**config.mk**
```make
export PLATFORM = sky130hd
export DESIGN_NAME = svo_tmds_dec_flat
export DESIGN_NICKNAME = d
export VERILOG_FILES = /design/src/rtl/svo_tmds_dec_if.sv /design/src/rtl/svo_tmds_dec.sv /design/src/flat_wrapper.sv
export SDC_FILE = /design/constraint.sdc
export NUM_CORES = 1
export LEC_CHECK = 0
export CORE_MARGIN = 2
export CORE_UTILIZATION = 55
export CTS_CLUSTER_DIAMETER = 100
export CTS_CLUSTER_SIZE = 30
export DETAILED_ROUTE_END_ITERATION = 8
export GPL_TIMING_DRIVEN = 0
export MAX_ROUTING_LAYER = met4
export PLACE_DENSITY_LB_ADDON = 0.2
export SLEW_MARGIN = 10
export SYNTH_ARGS = -nofsm -noshare
export SYNTH_HDL_FRONTEND = slang
export SYNTH_SLANG_ARGS = --single-unit
```
**constraint.sdc**
```tcl
create_clock -name clk -period 4.65 [get_ports clk]
set_input_delay 0.465 -clock clk [delete_from_list [all_inputs] [get_ports clk]]
set_output_delay 0.465 -clock clk [all_outputs]
set_load 0.01 [all_outputs]
```
**src/rtl/svo_tmds_dec_if.sv**
```systemverilog
// TMDS receive channel bundle: raw deserializer word in, alignment control and
// decoded pixel/control fields out.
interface svo_tmds_dec_if;
   logic [9:0] din;
   logic       bitslip;
   logic       locked;
   logic [3:0] slip_count;
   logic       de;
   logic [1:0] ctrl;
   logic [7:0] dout;

   modport master (
      output din,
      input  bitslip, locked, slip_count, de, ctrl, dout
   );

   modport slave (
      input  din,
      output bitslip, locked, slip_count, de, ctrl, dout
   );
endinterface

```
**src/rtl/svo_tmds_dec.sv**
```systemverilog
// TMDS channel decoder: finds the 10-bit word boundary by slipping the
// deserializer until control-token runs appear, then decodes pixels/controls.
module svo_tmds_dec #(
   parameter int LOCK_COUNT    = 16,
   parameter int SEARCH_WINDOW = 2048,
   parameter int SLIP_WAIT     = 8
) (
   input  logic          clk,
   input  logic          resetn,
   svo_tmds_dec_if.slave bus
);

   localparam int TOK_W  = $clog2(LOCK_COUNT + 1);
   localparam int WIN_W  = $clog2(SEARCH_WINDOW);
   localparam int WAIT_W = $clog2(SLIP_WAIT + 1);

   localparam logic [TOK_W-1:0]  TOK_FULL  = TOK_W'(LOCK_COUNT);
   localparam logic [TOK_W-1:0]  TOK_LAST  = TOK_W'(LOCK_COUNT - 1);
   localparam logic [WIN_W-1:0]  WIN_LAST  = WIN_W'(SEARCH_WINDOW - 1);
   localparam logic [WAIT_W-1:0] WAIT_LAST = WAIT_W'(SLIP_WAIT - 1);

   typedef enum logic [1:0] {
      ST_SEARCH,
      ST_SLIP,
      ST_WAIT,
      ST_LOCKED
   } state_t;

   state_t            state_q, state_d;
   logic [TOK_W-1:0]  tok_cnt_q, tok_cnt_d;
   logic [WIN_W-1:0]  win_cnt_q, win_cnt_d;
   logic [WAIT_W-1:0] wait_cnt_q, wait_cnt_d;
   logic [3:0]        slip_count_q, slip_count_d;
   logic              de_q, de_d;
   logic [1:0]        ctrl_q, ctrl_d;
   logic [7:0]        dout_q, dout_d;

   logic              is_tok;
   logic [1:0]        tok_ctrl;
   logic              hunting;
   logic              run_done;

   // Inverse of the transition-minimising stage of the TMDS encoder.
   function automatic logic [7:0] tmds_decode(input logic [9:0] w);
      logic [7:0] t;
      logic [7:0] r;
      t    = w[9] ? ~w[7:0] : w[7:0];
      r[0] = t[0];
      for (int i = 1; i < 8; i++) begin
         r[i] = w[8] ? (t[i] ^ t[i-1]) : ~(t[i] ^ t[i-1]);
      end
      return r;
   endfunction

   always_comb begin
      is_tok   = 1'b1;
      tok_ctrl = 2'b00;
      case (bus.din)
         10'b1101010100: tok_ctrl = 2'b00;
         10'b0010101011: tok_ctrl = 2'b01;
         10'b0101010100: tok_ctrl = 2'b10;
         10'b1010101011: tok_ctrl = 2'b11;
         default:        is_tok   = 1'b0;
      endcase
   end

   always_comb begin
      hunting  = (state_q == ST_SEARCH) || (state_q == ST_LOCKED);
      // A saturated run keeps refreshing the window for as long as tokens last.
      run_done = hunting && is_tok && (tok_cnt_q >= TOK_LAST);

      tok_cnt_d = '0;
      if (hunting && is_tok) begin
         tok_cnt_d = (tok_cnt_q == TOK_FULL) ? TOK_FULL : tok_cnt_q + 1'b1;
      end

      state_d = state_q;
      case (state_q)
         ST_SEARCH: begin
            if (run_done)                  state_d = ST_LOCKED;
            else if (win_cnt_q == WIN_LAST) state_d = ST_SLIP;
         end
         ST_SLIP:   state_d = ST_WAIT;
         ST_WAIT: begin
            if (wait_cnt_q == WAIT_LAST)   state_d = ST_SEARCH;
         end
         ST_LOCKED: begin
            if (!run_done && (win_cnt_q == WIN_LAST)) state_d = ST_SLIP;
         end
         default:   state_d = ST_SEARCH;
      endcase

      win_cnt_d = win_cnt_q + 1'b1;
      if (!hunting || run_done || (state_d != state_q)) begin
         win_cnt_d = '0;
      end

      wait_cnt_d = (state_q == ST_WAIT) ? wait_cnt_q + 1'b1 : '0;

      slip_count_d = slip_count_q;
      if (state_d == ST_SLIP) begin
         slip_count_d = (slip_count_q == 4'd9) ? 4'd0 : slip_count_q + 4'd1;
      end

      de_d   = 1'b0;
      ctrl_d = ctrl_q;
      dout_d = 8'h00;
      if (state_q == ST_LOCKED) begin
         if (is_tok) begin
            ctrl_d = tok_ctrl;
         end else begin
            de_d   = 1'b1;
            dout_d = tmds_decode(bus.din);
         end
      end
   end

   always_ff @(posedge clk or negedge resetn) begin
      if (!resetn) begin
         state_q      <= ST_SEARCH;
         tok_cnt_q    <= '0;
         win_cnt_q    <= '0;
         wait_cnt_q   <= '0;
         slip_count_q <= '0;
         de_q         <= 1'b0;
         ctrl_q       <= 2'b00;
         dout_q       <= 8'h00;
      end else begin
         state_q      <= state_d;
         tok_cnt_q    <= tok_cnt_d;
         win_cnt_q    <= win_cnt_d;
         wait_cnt_q   <= wait_cnt_d;
         slip_count_q <= slip_count_d;
         de_q         <= de_d;
         ctrl_q       <= ctrl_d;
         dout_q       <= dout_d;
      end
   end

   assign bus.bitslip    = (state_q == ST_SLIP);
   assign bus.locked     = (state_q == ST_LOCKED);
   assign bus.slip_count = slip_count_q;
   assign bus.de         = de_q;
   assign bus.ctrl       = ctrl_q;
   assign bus.dout       = dout_q;

endmodule

```
**src/flat_wrapper.sv**
```systemverilog
// flat-port wrapper written by rule: the top's interface ports become plain ports
module svo_tmds_dec_flat 
#(
   parameter int LOCK_COUNT    = 16,
   parameter int SEARCH_WINDOW = 2048,
   parameter int SLIP_WAIT     = 8
)
  (clk, resetn, bus_din, bus_bitslip, bus_locked, bus_slip_count, bus_de, bus_ctrl, bus_dout);
  svo_tmds_dec_if bus_i ();
  input  logic clk;
  input  logic resetn;
  input wire logic [$bits(bus_i.din)-1:0] bus_din;
  output wire logic [$bits(bus_i.bitslip)-1:0] bus_bitslip;
  output wire logic [$bits(bus_i.locked)-1:0] bus_locked;
  output wire logic [$bits(bus_i.slip_count)-1:0] bus_slip_count;
  output wire logic [$bits(bus_i.de)-1:0] bus_de;
  output wire logic [$bits(bus_i.ctrl)-1:0] bus_ctrl;
  output wire logic [$bits(bus_i.dout)-1:0] bus_dout;
  assign bus_i.din = bus_din;
  assign bus_bitslip = bus_i.bitslip;
  assign bus_locked = bus_i.locked;
  assign bus_slip_count = bus_i.slip_count;
  assign bus_de = bus_i.de;
  assign bus_ctrl = bus_i.ctrl;
  assign bus_dout = bus_i.dout;
  svo_tmds_dec #(.LOCK_COUNT(LOCK_COUNT), .SEARCH_WINDOW(SEARCH_WINDOW), .SLIP_WAIT(SLIP_WAIT)) u_core (.clk(clk), .resetn(resetn), .bus(bus_i));
endmodule
```
==> results of run 1 <==
==> how the worst min path moves through the flow <==
stage | end | depth (start not counted)
2_1_floorplan | u_core.bus.ctrl[0] | 0
3_3_place_gp | u_core.wait_cnt_q[0] | 1
3_5_place_dp | u_core.wait_cnt_q[0] | 1
4_1_cts | u_core.bus.slip_count[0] | 1
5_1_grt | u_core.bus.slip_count[1] | 1
6_report | u_core.bus.ctrl[1] | 1
==> layout by cell type, fill, tap and decap left out, drive strengths merged, types with 4 or more instances in the layout <==
cell,count
nand2,11
o21ai,6
a21oi,4
ha,16
dfrtp,37
xnor2,18
nand3,11
nor2,31
xor2,7
inv,19
buf,4
clkdlybuf4s50,26
clkbuf,8
and2,6
==> metal layers <==
| metal | wire (um) | up-vias |
|---|---|---|
| met5 | 0 | - |
| met4 | 18 | 0 |
| met3 | 95 | 2 |
| met2 | 1510 | 24 |
| met1 | 1600 | 661 |
| li1 | - | 733 |
==> kinds of logic after synthesis <==
logic type / after synthesis
mux: 3
xor+xnor: 25
compound gates: 23
fa+ha+maj: 16
buf+inv: 22
flops: 37
simple gates: 75
==> sequential cells by signal, summed over array words and instances (netlist names) <==
signal	count
u_core.bus.de	1
u_core.bus.slip_count	4
u_core.wait_cnt_q	4
u_core.bus.dout	8
u_core.bus.ctrl	2
u_core.win_cnt_q	11
u_core.tok_cnt_q	5
u_core.state_q	2
==> worst max-delay path, cell delays in order, from the launching register on <==
cell     delay (ps)
dfrtp_1         490
inv_1           100
ha_1            340
or3b_1          370
o32ai_2         160
and2_4          220
o32a_4          210
nand3_4          80
mux2_4          300
==> power groups by stage <==
stage / sequential [mW] / combinational (mW) / clock [mW]
after floorplan: 0.339 / 0.0363 / 0
after detailed placement: 0.340 / 0.0571 / 0
after global placement: 0.340 / 0.0569 / 0
after CTS: 0.334 / 0.0573 / 0.214
final: 0.334 / 0.0561 / 0.208
after global routing: 0.336 / 0.0662 / 0.231
==> area by class of cell <==
| type | count | area [sq um] | area share |
|---|---|---|---|
| buffer | 3 | 21.3 | 0.00866 |
| clock buffer | 8 | 80.1 | 0.0326 |
| inverter | 19 | 71.3 | 0.0291 |
| multi-input combinational | 142 | 1030 | 0.420 |
| sequential | 37 | 926 | 0.377 |
| tap | 48 | 60.1 | 0.0245 |
| timing repair buffer | 27 | 265 | 0.108 |
==> stage by stage <==
step	area (sq um)	cells	worst slack, ps	utilization	hold WS [ps]
after floorplan	2050	201	2470	-	169
after global placement	2380	276	2040	0.655	451
after detailed placement	2370	276	2010	0.654	455
after CTS	2450	284	2250	0.676	299
after global routing	2450	284	2040	0.676	342
final	2450	284	2270	0.676	272
==> metrics, run 1 <==
count leader, synth=dfrtp_1; layout cells sized above 1=0.0932; first-pass GRT wire length=roughly 6.1 mm; switching part of the total=0.225; grt ovf=0; Resized Gates After CTS=0; Post-Synthesis Net Count=~230; Flop pwr share=0.559; achievable frequency=between 400 and 500 MHz; Worst setup EP type=flop; xor/xnor cell area share of the yosys netlist=0.107; Max Root-Sink Buffers=2; 1st-iter DRT viols=slightly above 60; total CTS buffers=5; DR vias/cell=roughly 5.0; sequential area share after synthesis=0.452; Reg2Reg Setup Slack=around 2300 ps; complex-gate fraction of the synthesized area=0.0879; Critical Path RT=4810 ps; Worst slew margin=0.470; Setup TNS=0 ps; Psw=roughly 130 uW; Post-CTS Setup Repair Bufs=0; Std-Cell Rows=22; largest net degree at the start of global routing=38; CP Capture Point=u_core.bus.slip_count[1]; gr usage total=0.192; total wire length=roughly 3.2 mm; actual slew at the worst max-slew pin=just under 800 ps; drt first pass iters=4; Reg clk slew, reported paths=about 70 ps; core area=between 3000 and 4000 sq um; Ports=29; Static Leakage=roughly 1.2 nW; Main synth FF type=dfrtp_1; routed wire length per instance=11.4 um; kind of critical path=flop to flop; crit path DAT=around 2600 ps; cell taking the most area after synthesis=dfrtp_1; GRT met3 Usage=0.0486; Hold Vio Cnt, Final=0; Worst Setup Start Kind=flop; top cells by area, synth=dfrtp_1 (45%), ha_1 (9.8%), xnor2_1 (7.7%); unrepaired setup endpoints after global routing=false; Synth cell types=42; nets@finish=around 260; port bufs=27; Reg-to-Reg Start=u_core.state_q[1]; Crit. Startpoint=u_core.state_q[1]; cell count of the worst reg-to-reg path=8; Finish-stage setup viols=0; routability cong.=about 0.84; Power Density=between 200 and 250 nW/um^2; Final min period=about 2400 ps; clk_skew=between 7 and 8 ps; combinational share of power=0.094; Ant. Diodes=0; VDD IR max=around 0.29 mV; P&R area growth vs syn=19.8%; Initial Utilization=0.564; Clk Latency, worst-skew pair=between 200 and 300 ps; die height=65.0 um; final antenna-violating net count=0; CTS tree=done; Synth Register Bits=37; GR peak layer=met2; clk sinks=37; ys async rst share=1.00; Post-Synth Simple-Gate Area=0.193; remaining routing DRC violations=0; root buffer cell=clkbuf_8; fill count=304; Post-synth EDFFs=0; cells after synthesis=201; htree depth=2; Clock Power Share=0.347; GR Layer Usage met1=0.257; run status=finished, final reports clean; Yosys top cell area share=0.452; max_cap viols=0; Crit Path Max Fanout=8; HP Class=primary input to asynchronous set/reset pin; post-synthesis mux area share=0.0177; largest family of logic cells by synthesized area=simple AND/OR/NAND/NOR gates; Max Slew Vio Count=0; vias in the first global route=around 1400; die area=approximately 4200 sq um; Die X=approximately 65 um; initial antenna violation count=0; P_int=between 400 and 500 uW; fin crit share=0.513; Ys Warns=0; adder-cell share of the synthesized area=0.0977; Avg Cell Area, Syn=just over 10 sq um; Detail Placement HPWL=2.40 mm; cts hold-fix bufs=0; via count=1420; met2 Usage GRT=0.296; Pwr Total=~600 uW; ranking of synthesized cells by instance count=dfrtp_1 (37), nor2_1 (31), inv_1 (19); reg2reg end=u_core.bus.slip_count[1]; Netlist Area Pre-Place=2050 sq um
Note: power is estimated with default switching activity, not from simulation.
==> inputs of run 2 (changes only) <==
--- a/config.mk
+++ b/config.mk
@@ -6,7 +6,7 @@
 export NUM_CORES = 1
 export LEC_CHECK = 0
 export CORE_MARGIN = 2
-export CORE_UTILIZATION = 55
+export CORE_UTILIZATION = 49
 export CTS_CLUSTER_DIAMETER = 100
 export CTS_CLUSTER_SIZE = 30
 export DETAILED_ROUTE_END_ITERATION = 8
==> constraint.sdc (replaced) <==
create_clock -name clk -period 2.13 [get_ports clk]
set_input_delay 0.213 -clock clk [delete_from_list [all_inputs] [get_ports clk]]
set_output_delay 0.213 -clock clk [all_outputs]
set_load 0.01 [all_outputs]
==> run 2 against run 1 <==
  * Register-to-register slack worse by 2300 ps
  * Sequential power grew 120%
  * Largest power group unchanged
  * The run now ends with setup timing left
  * Final area grew 8.1%
  * Highest routed layer unchanged
  * Fmax increased by 10%
  * Sequential share of layout area decreased by 2.7 points
  * Wire length rose by 15%
  * Clock power grew to 2.9 times the previous value
==> metrics, run 2 (synthesized netlist as in run 1, its figures left out) <==
remaining routing DRC violations=0 (unchanged); worst slack, placed=-165 ps (-2170 ps); Ant. Diodes=0 (unchanged); routability cong.=0.788 (-6.1%); max_cap viols=0 (unchanged); actual slew at the worst max-slew pin=321 ps (-475 ps); Hold Vio Cnt, Final=0 (unchanged); Placed Instance Area=2410 sq um (+1.6%); clk_skew=6.14 ps (-1.01 ps); DR vias/cell=5.03 (+0.61%); hold depth=3; fill count=329 (+8.2%); Setup TNS=-30.0 ps (-30.0 ps); Clk Latency, worst-skew pair=290 ps (about the same); via count=1484 (+4.5%); max FFs per register=11 (unchanged); root buffer cell=clkbuf_8; vias in the first global route=1361 (-2.6%); kind of critical path=flop to flop; Worst Setup Start Kind=flop; total wire length=3.71 mm (+15%); Initial Utilization=0.512 (-0.0517); routed wire length per instance=12.6 um (+11%); Crit Path Max Fanout=5 (-3); Reg with most FFs=u_core.win_cnt_q; Std-Cell Rows=23 (+4.5%); Worst slew margin=0.786 (+0.316); CTS tree=done; gr usage total=0.179 (-0.0125); cell count of the worst reg-to-reg path=8 (unchanged); 1st-iter DRT viols=48 (-23%); Detail Placement HPWL=2.58 mm (+7.8%); layout cells sized above 1=0.188 (+0.0945); port bufs=27 (unchanged); HP Class=primary input to flop; crit path DAT=2340 ps (-210 ps); core area=4000 sq um (+10%); htree depth=2 (unchanged); commonest non-fill, non-tap cells in the layout=dfrtp_1 (35), nor2_1 (30), clkdlybuf4s50_1 (26); Static Leakage=1.26 nW (+5.4%); Finished Cell Area=2650 sq um (+8.1%); die area=4720 sq um (+11%); VDD IR max=0.392 mV (+35%); unrepaired setup endpoints after global routing=true; die height=68.7 um (+5.6%); violations in the final reports=setup timing; run status=finished, violations left; nets@finish=272 (+3.4%); total CTS buffers=5 (unchanged); Finish-stage setup viols=1 (+1); achievable frequency=463 MHz (+10%); Final min period=2160 ps (-224 ps); clk sinks=37 (unchanged); Ports=29 (unchanged); Power Density=557 nW/um^2 (+130%); Critical Path RT=2310 ps (-2500 ps); first-pass GRT wire length=6.03 mm (-1.9%); largest net degree at the start of global routing=28 (-26%); Reg clk slew, reported paths=80 ps (about the same); Max Root-Sink Buffers=2 (unchanged); Worst setup EP type=flop; most common cell after layout, fill and taps aside=dfrtp_1; fin crit share=1.01 (+0.501); grt ovf=0 (unchanged); final antenna-violating net count=0 (unchanged); drt first pass iters=4 (unchanged); Max Slew Vio Count=0 (unchanged); Die X=68.7 um (+5.6%); initial antenna violation count=0 (unchanged); Worst Slack Setup Final=-30.0 ps (-2300 ps); P&R area growth vs syn=29.5%
==> run 2: cell types whose count changed in the layout (fill, tap and decap cells not counted), sizes merged <==
| cell | before | now |
|---|---|---|
| buf | 4 | 12 |
| bufinv | 0 | 1 |
| clkbuf | 8 | 5 |
| clkinv | 0 | 1 |
| clkinvlp | 0 | 1 |
| dlygate4sd3 | 0 | 1 |
==> run 2: report_power, final <==
group	leakage, nW	internal, mW	switching (mW)	total [mW]
logic	0.719	0.0692	0.0662	0.135
clock network	0.0543	0.350	0.262	0.612
registers	0.489	0.717	0.0131	0.730
total	1.26	1.14	0.341	1.48
==> run 2: area by class of cell <==
type,instances,area [sq um],area share
multi-input combinational,142,1100,0.413
sequential,37,928,0.350
timing repair buffer,36,352,0.132
inverter,19,71.3,0.0269
clock buffer,5,68.8,0.0259
tap,50,62.6,0.0236
clock inverter,3,46.3,0.0174
buffer,3,27.5,0.0104
==> run 2: critical path: stages (launching register included) <==
cell	delay (ps)
dfrtp_1	390
ha_2	190
and3_4	180
ha_4	150
a211o_1	250
and2_4	160
o32a_4	340
nand3_4	90
mux2_4	290
==> run 2: path summary, 6_finish.rpt <==
check / startpoint / slack [ps] / to
worst min register to register: u_core.wait_cnt_q[0] / 470 / u_core.wait_cnt_q[0]
max in group asynchronous: resetn / 1390 / u_core.bus.dout[3]
worst min-delay path: bus_din[8] / 240 / u_core.bus.dout[3]
min in group asynchronous: resetn / 320 / u_core.bus.slip_count[1]
worst max register to register: u_core.tok_cnt_q[1] / -30 / u_core.bus.slip_count[1]
worst max-delay path: u_core.tok_cnt_q[1] / -30 / u_core.bus.slip_count[1]
==> run 2: routing by layer <==
metal  global-route usage  up-vias  part of all wire
li1                     -      752                 -
met1                0.220      697              0.48
met2                0.264       30              0.44
met3               0.0714        5             0.061
met4               0.0675        0             0.015
met5                    -        -                 0
==> run 2: stage by stage <==
| step | hold WS [ps] | total power [mW] | cells | util |
|---|---|---|---|---|
| 5_1_grt | 249 | 1.55 | 295 | 0.663 |
| 3_3_place_gp | 454 | 0.869 | 278 | 0.599 |
| 2_1_floorplan | -82.6 | 0.820 | 201 | - |
| 4_1_cts | 228 | 1.49 | 290 | 0.649 |
| 3_5_place_dp | 109 | 0.874 | 279 | 0.603 |
| 6_report | 243 | 1.48 | 295 | 0.663 |
==> run 2: what timing repair did <==
item,in CTS,in global routing
hold endpoints to repair,10,0
resized for setup,11,7
pin swaps,2,6
gates cloned,0,1
endpoints found under the setup margin,14,12
setup buffers,2,4
hold buffers,1,0
